$ cat config.mk
export PLATFORM = sky130hd
export DESIGN_NAME = cart_mapper_multi
export DESIGN_NICKNAME = d
export VERILOG_FILES = /design/src/rtl/cart_mapper_multi.sv
export SDC_FILE = /design/constraint.sdc
export NUM_CORES = 1
export LEC_CHECK = 0
export BUFFER_PORTS_ARGS = -buffer_cell sky130_fd_sc_hd__buf_2
export CORE_ASPECT_RATIO = 1.25
export CORE_UTILIZATION = 44
export DETAILED_ROUTE_END_ITERATION = 10
export HOLD_SLACK_MARGIN = 0.03
export PLACE_DENSITY = 0.68
export SETUP_SLACK_MARGIN = 0.4
export SLEW_MARGIN = 20
export SYNTH_ARGS = -nofsm -noshare
export SYNTH_HDL_FRONTEND = slang
export SYNTH_SLANG_ARGS = --single-unit
$ cat constraint.sdc
create_clock -name clk -period 5.5 [get_ports clk]
set_input_delay 1.1 -clock clk [delete_from_list [all_inputs] [get_ports clk]]
set_output_delay 1.1 -clock clk [all_outputs]
set_load 0.01 [all_outputs]
$ cat src/rtl/cart_mapper_multi.sv
// Multi-context MSX-style cartridge bank mapper (KONAMI, KONAMI_SCC, ASCII8, ASCII16).
// Each cart context owns four bank registers and an SCC enable flag. Bank writes commit
// on the rising edge of the write strobe; address translation is purely combinational.
module cart_mapper_multi #(
    parameter int unsigned CARTS  = 2,
    parameter int unsigned BANK_W = 8
) (
    input  logic        clk,
    input  logic        reset,
    input  logic [24:0] rom_size,
    input  logic [15:0] cpu_addr,
    input  logic [7:0]  din,
    input  logic        cpu_mreq,
    input  logic        cpu_wr,
    input  logic        cs,
    input  logic [1:0]  cart_num,
    input  logic [1:0]  mode,
    output logic [24:0] mem_addr,
    output logic        mem_unmaped,
    output logic        scc_sel,
    output logic        bank_wr
);

    localparam int unsigned ADDR_W = 25;
    localparam int unsigned IDX_W  = (CARTS > 1) ? $clog2(CARTS) : 1;

    localparam logic [1:0] MODE_KONAMI     = 2'd0;
    localparam logic [1:0] MODE_KONAMI_SCC = 2'd1;
    localparam logic [1:0] MODE_ASCII8     = 2'd2;

    logic [BANK_W-1:0] bank_q [CARTS][4];
    logic [CARTS-1:0]  scc_en_q;
    // Set once the strobe has been observed low; a commit needs a fresh low-to-high edge.
    logic              armed_q;

    logic              strobe;
    logic              cart_ok;
    logic [IDX_W-1:0]  cart_idx;
    logic              wr_hit;
    logic [1:0]        wr_sel;
    logic [1:0]        page;
    logic [BANK_W-1:0] rd_bank;
    logic [BANK_W+12:0] addr_8k;
    logic [BANK_W+13:0] addr_16k;

    assign strobe   = cs & cpu_mreq & cpu_wr;
    assign cart_ok  = 32'(cart_num) < CARTS;
    // Out-of-range carts are clamped to context 0 for reads; they are flagged unmapped anyway.
    assign cart_idx = cart_ok ? IDX_W'(cart_num) : '0;
    assign page     = cpu_addr[14:13] ^ 2'b10;

    // Decode which bank register (if any) a CPU write targets in the current mode.
    always_comb begin
        wr_hit = 1'b0;
        wr_sel = 2'd0;
        case (mode)
            MODE_KONAMI: begin
                if (cpu_addr >= 16'h6000 && cpu_addr <= 16'hBFFF) begin
                    wr_hit = 1'b1;
                    wr_sel = page;
                end
            end
            MODE_KONAMI_SCC: begin
                // 5000h/7000h/9000h/B000h, each 2K wide
                if ((cpu_addr[15:14] == 2'b01 || cpu_addr[15:14] == 2'b10) &&
                    cpu_addr[12:11] == 2'b10) begin
                    wr_hit = 1'b1;
                    wr_sel = page;
                end
            end
            MODE_ASCII8: begin
                if (cpu_addr[15:13] == 3'b011) begin
                    wr_hit = 1'b1;
                    wr_sel = cpu_addr[12:11];
                end
            end
            default: begin
                // ASCII16: 6000h-67FFh and 7000h-77FFh only
                if (cpu_addr[15:13] == 3'b011 && !cpu_addr[11]) begin
                    wr_hit = 1'b1;
                    wr_sel = {1'b0, cpu_addr[12]};
                end
            end
        endcase
    end

    // Bank/SCC register file, strobe edge tracking and the registered bank_wr pulse.
    always_ff @(posedge clk or posedge reset) begin
        if (reset) begin
            for (int c = 0; c < int'(CARTS); c++) begin
                for (int b = 0; b < 4; b++) begin
                    bank_q[c][b] <= BANK_W'(b);
                end
            end
            scc_en_q <= '0;
            armed_q  <= 1'b0;
            bank_wr  <= 1'b0;
        end else begin
            armed_q <= ~strobe;
            bank_wr <= 1'b0;
            if (strobe && armed_q && wr_hit && cart_ok) begin
                bank_q[cart_idx][wr_sel] <= BANK_W'(din);
                bank_wr                  <= 1'b1;
                if (mode == MODE_KONAMI_SCC && wr_sel == 2'd2) begin
                    scc_en_q[cart_idx] <= (din[5:0] == 6'h3F);
                end
            end
        end
    end

    // Translate the CPU address through the selected context's bank registers.
    always_comb begin
        rd_bank  = '0;
        addr_8k  = '0;
        addr_16k = '0;
        if (mode == 2'd3) begin
            rd_bank  = bank_q[cart_idx][cpu_addr[15] ? 2'd1 : 2'd0];
            addr_16k = {rd_bank, cpu_addr[13:0]};
            mem_addr = ADDR_W'(addr_16k);
        end else begin
            // KONAMI hardwires page 0 to bank 0
            rd_bank  = (mode == MODE_KONAMI && page == 2'd0) ? '0 : bank_q[cart_idx][page];
            addr_8k  = {rd_bank, cpu_addr[12:0]};
            mem_addr = ADDR_W'(addr_8k);
        end
    end

    // SCC register window decode and unmapped-access detection.
    always_comb begin
        scc_sel     = cs && mode == MODE_KONAMI_SCC && cart_ok && scc_en_q[cart_idx] &&
                      cpu_addr[15:11] == 5'b10011;
        mem_unmaped = cs && !scc_sel &&
                      (cpu_addr < 16'h4000 || cpu_addr >= 16'hC000 ||
                       mem_addr > rom_size || !cart_ok);
    end

endmodule

==> results.md <==
Outcome:
- The run finished with clean final reports.

Clocking:
- The level count of the clock H-tree is 3.
- The clock transition time at the flip-flop clock pins of the worst setup and hold paths is 0.06 ns.
- The clock net sink count is 68.
- The total clock buffers created by CTS is 9.
- At the later pin of the worst-skew pair, clock insertion delay measures 0.33 ns.
- TritonCTS built the clock tree.
- The buffer type at the clock tree root is clkbuf_16.
- Counting along the longest clock path gives a buffer depth of 2.

Logic synthesis:
- The synthesized netlist contains 55 unique library cells.
- For this run, the leading register cell type out of synthesis is dfrtp_1.
- The count of synthesis-stage warnings from yosys is 0.
- After synthesis, the largest family of logic cells by area is multiplexers.
- The gate count after technology mapping is 378.
- A synthesized cell averages 11.5 um2.
- The synthesized-area fraction occupied by ao, oa, aoi and oai cells is 9.84%.
- The area of the mapped netlist is 4360 um2.
- After synthesis, the share of cell area in mux cells is 27.0%.
- The proportion of synthesized chip area in sequential cells is 39.2%.
- After Yosys synthesis, XOR and XNOR cells account for 0% of the synthesized area.
- The number of flops mapped to enable cells by yosys is 0.
- The proportion of register bits with asynchronous set or reset after synthesis is 100%.
- Summing the areas of all fa, ha and maj instances in the mapped netlist gives 6.88% of the synthesized area.
- The post-synthesis sequential element count is 68.
- The simple-gate share of the synthesized area is 10.6%.

Min path:
- The type of the worst min-delay path is flop to flop.
- Counting instances, the worst hold path has a depth of 1.

Critical path:
- In this run the worst path has a maximum fanout of 7.
- The required time of the critical path is 4.40 ns.
- The signal arrival time at the worst endpoint is 3.88 ns.
- The type of element capturing the critical path is an output pin.
- The type of the worst setup path is input port to output pin.
- The worst reg2reg path depth is 6.
- The launching element type of the critical path is an input port.

Placement:
- The weighted congestion at the end of routability-driven global placement is 0.819.
- Buffers placed on the I/O ports in this run total 82.
- The placed wire-length estimate is 7.67 mm.
- The post-placement cell area is 4800 um2.

Floorplan:
- Once the floorplan was initialized, standard cells occupied 45.4% of the core.
- The die covers 10300 um2.
- The standard-cell row count is 40.
- During I/O placement, the number of pins put on the boundary was 86.
- The area inside the core boundary is 9610 um2.
- The die span in y is 113 um.
- Measured along the x axis, the die boundary spans 91.1 um.

Power:
- The leakage power is 0.00263 uW.
- The sum of internal, switching and leakage power is 1310 uW.
- The peak supply drop is 0.143 mV.
- The power density of the placed cells is 251 nW/um2.

Timing:
- The actual transition at the worst max-transition pin is 0.860 ns.
- The number of setup violations in the final report is 0.
- On the final layout, the worst clock skew is 0.00759 ns.
- The total count of hold-check failures in the final report came to 0.
- The share of the cycle needed by the critical path after routing is 90.5%.
- The number of slew-limit violations in the final report was 0.
- The shortest clock period the worst path allows after layout is 4.98 ns.
- Hold is met by 0.493 ns.
- Setup repair after global routing left no endpoint under its margin.
- Headroom to the max-slew limit came out at 42.7%.
- The final setup TNS is 0 ns.
- Static timing analysis puts the maximum clock frequency at 0.201 GHz.

Cells and area:
- The library cell used most frequently in the layout, excluding fill and tap cells, is buf_2.
- The final layout contains 537 nets.
- The number of antenna diodes is 0.
- The library cells used most frequently in the layout, excluding fill and tap cells, are 81 x buf_2, 65 x mux2_2, 60 x dfrtp_1.
- The count of fill cells added during filler insertion is 848.
- Once layout is done, the placed cells without fillers occupy 5210 um2.
- The signed area change from the synthesized netlist to the final layout is 19.5%.
- The share of layout cells above drive strength 1 is 47.2%.

Drt:
- Using the TritonRoute via totals, the vias-per-cell ratio works out to 5.54.
- In the detailed route, the total length drawn on met3 is 576 um.
- The final route contains 3249 vias.
- In this run, the number of DRC markers left after iteration 0 of detailed routing was 155.
- The routed design uses 5.30 mm of met2 wire.
- The topmost layer with routed signal wires is met4.
- The residual antenna-violating net count after detailed routing is 0.
- Dividing the detail-routed wire length by the instance count gives 17.8 um.
- For this block, wires on met1 add up to 4.25 mm.
- The final wirelength is 10.4 mm.
- The total DRC errors in the routed layout is 0.
- The count of TritonRoute iterations in the first routing pass is 4.

Global routing:
- The number of global-route vias before repair is 3279.
- Global routing consumed, over all layers together, 21.1% of the routing resources.
- The first global-routing pass estimated 16.7 mm of wire.
- The number of antenna violations at the first check in global routing is 0.
- The total overflow left after global routing is 0.
- Entering global routing, the biggest net connects 69 pins.

Run:
- Across the run, the number of max-cap violations was 0.
## repair_timing
item                       4_1_cts  5_1_grt
setup endpoints to repair        1        1
setup buffers                    5        1
hold buffers                     0        0
resized for setup                2       20
gates cloned                     0        1
pin swaps                        0        6
hold endpoints to repair         0        0
## metrics by stage
stage               utilization [%]  std cells  worst slack, ns
floorplan                         -        380            0.436
global placement               50.0        563            0.324
detailed placement             50.0        563            0.257
CTS                            53.4        584            0.455
global route                   54.2        586            0.372
finish                         54.2        586            0.524
## cell usage after synthesis, drive strengths merged (2+ instances only)
cell | number | area, um2
and4 | 2 | 17.5
mux2i | 12 | 120
or4 | 2 | 15.0
dfrtp | 60 | 1500
a211oi | 4 | 35.0
buf | 25 | 168
nor3 | 5 | 25.0
nor2 | 15 | 58.8
mux2 | 68 | 766
mux4 | 13 | 293
ha | 24 | 300
and2 | 2 | 12.5
o22ai | 3 | 18.8
o311ai | 3 | 26.3
nand4 | 4 | 25.0
o21a | 3 | 22.5
inv | 25 | 93.8
nand3 | 4 | 20.0
clkbuf | 4 | 15.0
o21ai | 22 | 110
and3 | 3 | 18.8
nand2b | 3 | 18.8
nand2 | 24 | 125
nor2b | 5 | 31.3
dfstp | 8 | 210
o32ai | 2 | 43.8
a21oi | 13 | 65.1
o211ai | 2 | 15.0
## state kept, by name, indices dropped and copies added, names as in the netlist
signal    cells
bank_wr       1
armed_q       1
scc_en_q      2
bank_q       64
## report_power, final
part | switching (uW) | internal (uW)
logic | 112 | 97.1
clock network | 207 | 350
registers | 15.4 | 528
## per-layer routing
| metal | vias up | track usage, % |
|---|---|---|
| met5 | - | 0 |
| met2 | 109 | 36.2 |
| met1 | 1598 | 25.5 |
| met3 | 15 | 4.23 |
| li1 | 1527 | - |
| met4 | 0 | 10.1 |
## cell families after synthesis
logic type	after synthesis
flops	68
fa+ha+maj	24
buf+inv	54
simple gates	78
other cells	1
compound gates	60
mux	93
## final timing paths
check	slack [ns]	from	to
setup / recovery	0.52	cart_num[1]	mem_unmaped
hold / removal	0.49	bank_q[47]$_DFFE_PP0P_	bank_q[47]$_DFFE_PP0P_
setup reg to reg	3.52	armed_q$_DFF_PP0_	scc_en_q[1]$_DFFE_PP0P_
hold reg to reg	0.49	bank_q[47]$_DFFE_PP0P_	bank_q[47]$_DFFE_PP0P_
max in group asynchronous	3.91	reset	bank_q[58]$_DFFE_PP0P_
min in group asynchronous	1.02	reset	scc_en_q[1]$_DFFE_PP0P_
## worst max-delay path, stage by stage
cell	delay, ns
buf_4	0.16
nor2b_4	0.22
buf_12	0.15
buf_4	0.13
mux4_2	0.48
mux2i_1	0.18
o22ai_1	0.16
ha_1	0.34
a21oi_1	0.17
nor2b_1	0.06
o21ai_0	0.14
a21oi_1	0.08
o31ai_1	0.24
o21ai_1	0.11
buf_2	0.15
## cell type report
cell class / instances / area, um2 / area share [%]
multi-input cells: 258 / 2430 / 46.6
inverters: 25 / 93.8 / 1.80
repair buffers: 93 / 533 / 10.2
clock inverters: 4 / 50.0 / 0.960
well taps: 126 / 158 / 3.02
flip-flops and latches: 68 / 1710 / 32.8
clock buffers: 12 / 236 / 4.54
Power figures use the tool's default switching activity.
